[config.mk]
export PLATFORM = sky130hd
export DESIGN_NAME = pe_mac_sat_flat
export DESIGN_NICKNAME = d
export VERILOG_FILES = /design/src/rtl/pe_mac_sat_if.sv /design/src/rtl/pe_mac_sat.sv /design/src/flat_wrapper.sv
export SDC_FILE = /design/constraint.sdc
export NUM_CORES = 1
export LEC_CHECK = 0
export CAP_MARGIN = 15
export CORE_UTILIZATION = 55
export CTS_BUF_LIST = sky130_fd_sc_hd__clkbuf_8
export DETAILED_ROUTE_END_ITERATION = 10
export PLACE_DENSITY = 0.89
export SLEW_MARGIN = 20
export SYNTH_ARGS = -nofsm -noshare
export SYNTH_HDL_FRONTEND = slang
export SYNTH_SLANG_ARGS = --single-unit
[constraint.sdc]
create_clock -name clk -period 16.6 [get_ports clk]
set_input_delay 3.32 -clock clk [delete_from_list [all_inputs] [get_ports clk]]
set_output_delay 3.32 -clock clk [all_outputs]
set_load 0.01 [all_outputs]
[src/rtl/pe_mac_sat_if.sv]
// Operand, psum and control bundle of one systolic-array processing element.
// The PE takes the slave side; its driver (neighbour PE or test harness) takes the master side.
interface pe_mac_sat_if #(
  parameter int unsigned DATA_WIDTH = 8,
  parameter int unsigned OUT_WIDTH  = 16
);
  logic                  clear;
  logic                  drain_start;
  logic [DATA_WIDTH-1:0] top_in;
  logic                  top_valid;
  logic [DATA_WIDTH-1:0] left_in;
  logic                  left_valid;
  logic [OUT_WIDTH-1:0]  psum_in;
  logic                  psum_in_valid;
  logic [DATA_WIDTH-1:0] bottom_out;
  logic                  bottom_valid;
  logic [DATA_WIDTH-1:0] right_out;
  logic                  right_valid;
  logic [OUT_WIDTH-1:0]  psum_out;
  logic                  psum_out_valid;
  logic                  busy;
  logic                  overflow;

  modport master (
    output clear, drain_start, top_in, top_valid, left_in, left_valid, psum_in, psum_in_valid,
    input  bottom_out, bottom_valid, right_out, right_valid, psum_out, psum_out_valid, busy,
           overflow
  );

  modport slave (
    input  clear, drain_start, top_in, top_valid, left_in, left_valid, psum_in, psum_in_valid,
    output bottom_out, bottom_valid, right_out, right_valid, psum_out, psum_out_valid, busy,
           overflow
  );
endinterface

[src/rtl/pe_mac_sat.sv]
// Output-stationary MAC processing element: forwards operands, accumulates products,
// then drains its saturated result followed by DEPTH upstream psum words down the column.
module pe_mac_sat #(
  parameter int unsigned DATA_WIDTH = 8,
  parameter int unsigned ACC_WIDTH  = 24,
  parameter int unsigned OUT_WIDTH  = 16,
  parameter bit          SIGNED     = 1'b1,
  parameter int unsigned DEPTH      = 3
) (
  input logic        clk,
  input logic        rst,
  pe_mac_sat_if.slave bus
);

  localparam int unsigned PROD_WIDTH = 2 * DATA_WIDTH;
  localparam int unsigned CNT_WIDTH  = (DEPTH < 1) ? 1 : $clog2(DEPTH + 1);
  localparam int unsigned HEAD_WIDTH = ACC_WIDTH - OUT_WIDTH;

  typedef enum logic [1:0] {IDLE, ACCUM, DRAIN} state_t;

  state_t                 state, state_d;
  logic [ACC_WIDTH-1:0]   acc, acc_d;
  logic [ACC_WIDTH-1:0]   product, mac_sum, load_val;
  logic [CNT_WIDTH-1:0]   cnt, cnt_d;
  logic [OUT_WIDTH-1:0]   psum_d, sat_val;
  logic                   psum_valid_d, overflow_d, busy_d, sat_ovf, fire;
  logic signed [PROD_WIDTH-1:0] prod_s;
  logic [PROD_WIDTH-1:0]  prod_u;

  assign fire   = bus.top_valid & bus.left_valid;
  assign prod_s = PROD_WIDTH'($signed(bus.top_in)) * PROD_WIDTH'($signed(bus.left_in));
  assign prod_u = PROD_WIDTH'(bus.top_in) * PROD_WIDTH'(bus.left_in);
  assign product = SIGNED ? ACC_WIDTH'(prod_s) : ACC_WIDTH'(prod_u);
  assign mac_sum = acc + product;
  // A drain issued in the same cycle as a fire includes that last product.
  assign load_val = (state == ACCUM && fire) ? mac_sum : acc;

  generate
    if (HEAD_WIDTH == 0) begin : g_nosat
      assign sat_val = load_val;
      assign sat_ovf = 1'b0;
    end else if (SIGNED) begin : g_ssat
      logic [HEAD_WIDTH:0] head;
      // Fits iff all bits from the output sign bit upward agree.
      assign head    = load_val[ACC_WIDTH-1:OUT_WIDTH-1];
      assign sat_ovf = !((&head) || (~|head));
      assign sat_val = !sat_ovf ? load_val[OUT_WIDTH-1:0] :
                       load_val[ACC_WIDTH-1] ? {1'b1, {(OUT_WIDTH-1){1'b0}}} :
                                               {1'b0, {(OUT_WIDTH-1){1'b1}}};
    end else begin : g_usat
      assign sat_ovf = |load_val[ACC_WIDTH-1:OUT_WIDTH];
      assign sat_val = sat_ovf ? {OUT_WIDTH{1'b1}} : load_val[OUT_WIDTH-1:0];
    end
  endgenerate

  // Next-state and next-output logic.
  always_comb begin
    state_d      = state;
    acc_d        = acc;
    cnt_d        = cnt;
    psum_d       = bus.psum_out;
    psum_valid_d = 1'b0;
    overflow_d   = bus.overflow;
    if (bus.clear) begin
      state_d    = ACCUM;
      acc_d      = fire ? product : '0;
      cnt_d      = '0;
      overflow_d = 1'b0;
    end else begin
      unique case (state)
        IDLE, ACCUM: begin
          if (bus.drain_start) begin
            state_d      = DRAIN;
            acc_d        = load_val;
            cnt_d        = '0;
            psum_d       = sat_val;
            psum_valid_d = 1'b1;
            overflow_d   = bus.overflow | sat_ovf;
          end else if (state == ACCUM && fire) begin
            acc_d = mac_sum;
          end
        end
        DRAIN: begin
          if (cnt == CNT_WIDTH'(DEPTH)) begin
            state_d = IDLE;
            cnt_d   = '0;
          end else begin
            psum_d       = bus.psum_in;
            psum_valid_d = bus.psum_in_valid;
            cnt_d        = cnt + CNT_WIDTH'(1);
          end
        end
        default: state_d = IDLE;
      endcase
    end
    busy_d = (state_d == DRAIN);
  end

  always_ff @(posedge clk) begin
    if (rst) begin
      state              <= IDLE;
      acc                <= '0;
      cnt                <= '0;
      bus.bottom_out     <= '0;
      bus.bottom_valid   <= 1'b0;
      bus.right_out      <= '0;
      bus.right_valid    <= 1'b0;
      bus.psum_out       <= '0;
      bus.psum_out_valid <= 1'b0;
      bus.busy           <= 1'b0;
      bus.overflow       <= 1'b0;
    end else begin
      state              <= state_d;
      acc                <= acc_d;
      cnt                <= cnt_d;
      bus.bottom_out     <= bus.top_in;
      bus.bottom_valid   <= bus.top_valid;
      bus.right_out      <= bus.left_in;
      bus.right_valid    <= bus.left_valid;
      bus.psum_out       <= psum_d;
      bus.psum_out_valid <= psum_valid_d;
      bus.busy           <= busy_d;
      bus.overflow       <= overflow_d;
    end
  end

endmodule

[src/flat_wrapper.sv]
// flat-port wrapper written by rule: the top's interface ports become plain ports
module pe_mac_sat_flat 
#(
  parameter int unsigned DATA_WIDTH = 8,
  parameter int unsigned ACC_WIDTH  = 24,
  parameter int unsigned OUT_WIDTH  = 16,
  parameter bit          SIGNED     = 1'b1,
  parameter int unsigned DEPTH      = 3
)
  (clk, rst, bus_clear, bus_drain_start, bus_top_in, bus_top_valid, bus_left_in, bus_left_valid, bus_psum_in, bus_psum_in_valid, bus_bottom_out, bus_bottom_valid, bus_right_out, bus_right_valid, bus_psum_out, bus_psum_out_valid, bus_busy, bus_overflow);
  pe_mac_sat_if #(.DATA_WIDTH(DATA_WIDTH), .OUT_WIDTH(OUT_WIDTH)) bus_i ();
  input logic clk;
  input logic rst;
  input wire logic [$bits(bus_i.clear)-1:0] bus_clear;
  input wire logic [$bits(bus_i.drain_start)-1:0] bus_drain_start;
  input wire logic [$bits(bus_i.top_in)-1:0] bus_top_in;
  input wire logic [$bits(bus_i.top_valid)-1:0] bus_top_valid;
  input wire logic [$bits(bus_i.left_in)-1:0] bus_left_in;
  input wire logic [$bits(bus_i.left_valid)-1:0] bus_left_valid;
  input wire logic [$bits(bus_i.psum_in)-1:0] bus_psum_in;
  input wire logic [$bits(bus_i.psum_in_valid)-1:0] bus_psum_in_valid;
  output wire logic [$bits(bus_i.bottom_out)-1:0] bus_bottom_out;
  output wire logic [$bits(bus_i.bottom_valid)-1:0] bus_bottom_valid;
  output wire logic [$bits(bus_i.right_out)-1:0] bus_right_out;
  output wire logic [$bits(bus_i.right_valid)-1:0] bus_right_valid;
  output wire logic [$bits(bus_i.psum_out)-1:0] bus_psum_out;
  output wire logic [$bits(bus_i.psum_out_valid)-1:0] bus_psum_out_valid;
  output wire logic [$bits(bus_i.busy)-1:0] bus_busy;
  output wire logic [$bits(bus_i.overflow)-1:0] bus_overflow;
  assign bus_i.clear = bus_clear;
  assign bus_i.drain_start = bus_drain_start;
  assign bus_i.top_in = bus_top_in;
  assign bus_i.top_valid = bus_top_valid;
  assign bus_i.left_in = bus_left_in;
  assign bus_i.left_valid = bus_left_valid;
  assign bus_i.psum_in = bus_psum_in;
  assign bus_i.psum_in_valid = bus_psum_in_valid;
  assign bus_bottom_out = bus_i.bottom_out;
  assign bus_bottom_valid = bus_i.bottom_valid;
  assign bus_right_out = bus_i.right_out;
  assign bus_right_valid = bus_i.right_valid;
  assign bus_psum_out = bus_i.psum_out;
  assign bus_psum_out_valid = bus_i.psum_out_valid;
  assign bus_busy = bus_i.busy;
  assign bus_overflow = bus_i.overflow;
  pe_mac_sat #(.DATA_WIDTH(DATA_WIDTH), .ACC_WIDTH(ACC_WIDTH), .OUT_WIDTH(OUT_WIDTH), .SIGNED(SIGNED), .DEPTH(DEPTH)) u_core (.clk(clk), .rst(rst), .bus(bus_i));
endmodule
==> impl_metrics.env <==
export IMPL_setup_tns_final_ps=0
export IMPL_globalplace_congestion=0.9218
export IMPL_path_clk_slew_ps=80
export IMPL_cts_made_buffers=9
export IMPL_drive_gt1_frac=0.06300
export IMPL_ys_warn_count=0
export IMPL_worst_path_max_fanout=16
export IMPL_synth_top_cell_area_share=0.1901
export IMPL_maxSlewViolCount=0
export IMPL_die_w_um=113.6
export IMPL_grt_max_degree=65
export IMPL_ant_nets=0
export IMPL_seq_area_mm2=0.001301
export IMPL_synth_seq_cells=65
export IMPL_async_reset_ff_frac=0
export IMPL_die_area_mm2=0.01289
export IMPL_tightest_slew_ps=941.9
export IMPL_ctsResizeCount=0
export IMPL_start_util=0.5674
export IMPL_finalCritPeriodShare=0.6892
export IMPL_cts_tree="yes"
export IMPL_power_internal_uw=764.5
export IMPL_syn_nets=965
export IMPL_die_h_um=113.6
export IMPL_power_density_mw_per_mm2=212.8
export IMPL_fmax_mhz=87.41
export IMPL_synthesis_area_mm2=0.006844
export IMPL_timing_rr_start="u_core.acc[6]"
export IMPL_seq_power_share=0.124
export IMPL_finalNonFillerCells=1041
export IMPL_end_kind="flop"
export IMPL_p_leak_nw=3.349
export IMPL_multi_input_area_mm2=0.005006
export IMPL_fillCellCount=974
export IMPL_dr_total_vias=6010
export IMPL_rsz0062_at_grt="false"
export IMPL_grt_overflow=0
export IMPL_clk_latency_ps=380
export IMPL_setup_viol=0
export IMPL_worstHoldStart="u_core.bus.overflow"
export IMPL_wl_per_cell_um=16.08
export IMPL_p_comb_frac=0.798
export IMPL_crit_path_start_kind="primary input"
export IMPL_placed_cells=1025
export IMPL_cp_endpoint="u_core.bus.psum_out[3]"
export IMPL_holdCritPathClass="flop to flop"
export IMPL_synthCells=817
export IMPL_post_dp_hpwl_um=12540
export IMPL_status="finished, final reports clean"
export IMPL_nets=1016
export IMPL_ys_types=69
export IMPL_worstSetupPathType="primary input to flop"
export IMPL_switching_power_uw=900.5
export IMPL_r2r_cells=11
export IMPL_track_usage=0.2704
export IMPL_drc_errors=0
export IMPL_synth_edf_count=0
export IMPL_switching_share=0.5408
export IMPL_synthTopCellsByArea="dfxtp_1 19%, fa_1 16%, ha_1 9.7%"
export IMPL_irDropWorstVdd_mv=0.1395
export IMPL_clkPwrFrac=0.077
export IMPL_rr_endpoint="u_core.bus.psum_out[3]"
export IMPL_holdBufCountCts=0
export IMPL_cts_setup_buffers=0
export IMPL_post_route_min_period_ps=11440
export IMPL_layout_area_overhead_vs_synth_pct=14.31
export IMPL_synth_area_per_cell_um2=8.377
export IMPL_slew_limit_headroom=0.3716
export IMPL_yosysSeqAreaShare=0.1901
export IMPL_via_per_inst=5.773
export IMPL_io_pins=76
export IMPL_first_global_vias=6080
export IMPL_hold_violations=0
export IMPL_root_buffer="clkbuf_8"
export IMPL_num_antenna_cells=0
export IMPL_port_buffers=75
export IMPL_synth_main_ff_cell="dfxtp_1"
export IMPL_rrSetupSlack_ps=12470
export IMPL_drt_iter0_drc=534
export IMPL_arrival_ps=11710
export IMPL_maxCapViolCount=0
export IMPL_routed_wl_um=16740
export IMPL_grt_pass1_wl_um=27990
export IMPL_drt_pass1_iterations=5
export IMPL_coreArea_mm2=0.01206
export IMPL_cts_sinks=65
export IMPL_finalClockSkew_ps=13.97
export IMPL_clk_path_buf_depth=2
export IMPL_rows=40
export IMPL_antenna_found_initial=0
export IMPL_startpoint="bus_left_in[4]"
export IMPL_yosysTopAreaCell="dfxtp_1"
export IMPL_htree_levels=3
export IMPL_cp_required_ps=16870
kinds of logic after synthesis:
| family | Yosys count | share of synthesized area |
|---|---|---|
| flip-flops | 65 | 0.1901 |
| adder cells (fa/ha/maj) | 109 | 0.2607 |
| AO/OA/AOI/OAI | 208 | 0.2230 |
| buffers and inverters | 134 | 0.07898 |
| XOR/XNOR | 32 | 0.04205 |
| multiplexers | 7 | 0.01060 |
| AND/OR/NAND/NOR | 262 | 0.1945 |
cell usage in the layout, fill, tap and decap left out, types with 14 or more instances in the layout:
cell	n
a211oi_1	15
nor2_1	55
ha_1	53
inv_1	97
a21oi_1	44
and2_1	46
xnor2_1	21
nand2_1	68
o21ai_0	40
clkdlybuf4s50_1	74
nor2b_1	27
fa_1	56
dfxtp_1	65
nor3_1	14
registers in the layout (all words and copies together) (netlist names):
signal,flops
u_core.bus.right_out,8
u_core.bus.bottom_valid,1
u_core.cnt,2
u_core.bus.right_valid,1
u_core.bus.psum_out_valid,1
u_core.bus.psum_out,16
u_core.acc,24
u_core.bus.busy,1
u_core.bus.bottom_out,8
u_core.state,2
u_core.bus.overflow,1
worst max-delay path, stage by stage:
cell             delay (ps)
clkdlybuf4s50_1         550
and2_1                  260
fa_1                    650
inv_1                   160
fa_1                    560
inv_1                    50
fa_1                    530
inv_1                    60
fa_1                    530
inv_1                    40
ha_1                    360
and4_1                  200
a221oi_1                340
a21oi_1                 180
xnor2_2                 540
ha_1                    440
a21oi_1                 250
o21ai_1                 150
a221oi_1                400
mux2_2                  380
a21oi_1                 180
o2111ai_1               150
or4_4                   510
o2bb2ai_4               440
nand2b_1                130
a311oi_1                350
routing by layer:
metal,GRT usage,vias up,part of all wire
met3,0.05579,44,0.061
met2,0.4744,210,0.49
met1,0.3221,2867,0.42
met5,0,-,0
li1,-,2889,-
met4,0.1105,0,0.029
worst min path at each step:
stage	endpoint	slack, ps	cells after the start
final	u_core.bus.overflow	480	1
after global routing	u_core.bus.psum_out[7]	520	2
after CTS	u_core.bus.overflow	490	1
after detailed placement	u_core.bus.overflow	470	1
after global placement	u_core.bus.overflow	470	1
after floorplan	u_core.cnt[1]	460	2
area by class of cell:
class	instances	share of cell area
multi-input cells	618	0.6399
flip-flops and latches	65	0.1663
repair buffers	77	0.09723
inverters	97	0.04654
well taps	168	0.02687
clock buffers	10	0.01759
clock inverters	6	0.005597
power by group through the flow:
stage | clock [mW] | combinational (mW) | sequential [mW]
2_1_floorplan | 0 | 1.05 | 0.213
3_3_place_gp | 0 | 1.27 | 0.209
3_5_place_dp | 0 | 1.30 | 0.210
4_1_cts | 0.129 | 1.31 | 0.206
5_1_grt | 0.137 | 1.49 | 0.210
6_report | 0.129 | 1.33 | 0.207
synth_stat cells, types with 5 or more instances:
library cell	n
a211oi_1	15
a21boi_0	6
a21boi_2	9
a21o_1	12
a21oi_1	45
a221oi_1	5
a221oi_2	11
a22oi_1	5
a31oi_1	5
and2_1	46
and3_1	5
buf_2	11
clkbuf_1	24
dfxtp_1	65
fa_1	56
ha_1	53
inv_1	97
mux2i_1	5
nand2_1	68
nand2b_1	8
nand3_1	13
nand4_1	6
nor2_1	55
nor2b_1	27
nor3_1	14
o211ai_1	5
o21a_1	12
o21ai_0	40
o21bai_1	5
xnor2_1	21
xor2_1	10
through the flow:
stage                     hold WS (ps)  power, mW  worst slack (ps)    util  area (um^2)
after floorplan                  458.1      1.265              6327       -         6844
after global routing             517.4      1.832              4747  0.6487         7824
after detailed placement         465.7      1.514              4798  0.6333         7639
after global placement           466.5      1.483              5140  0.6333         7639
final                            482.1      1.665              5160  0.6487         7824
after CTS                        485.8      1.649              5213  0.6483         7820
Power figures use the tool's default switching activity.
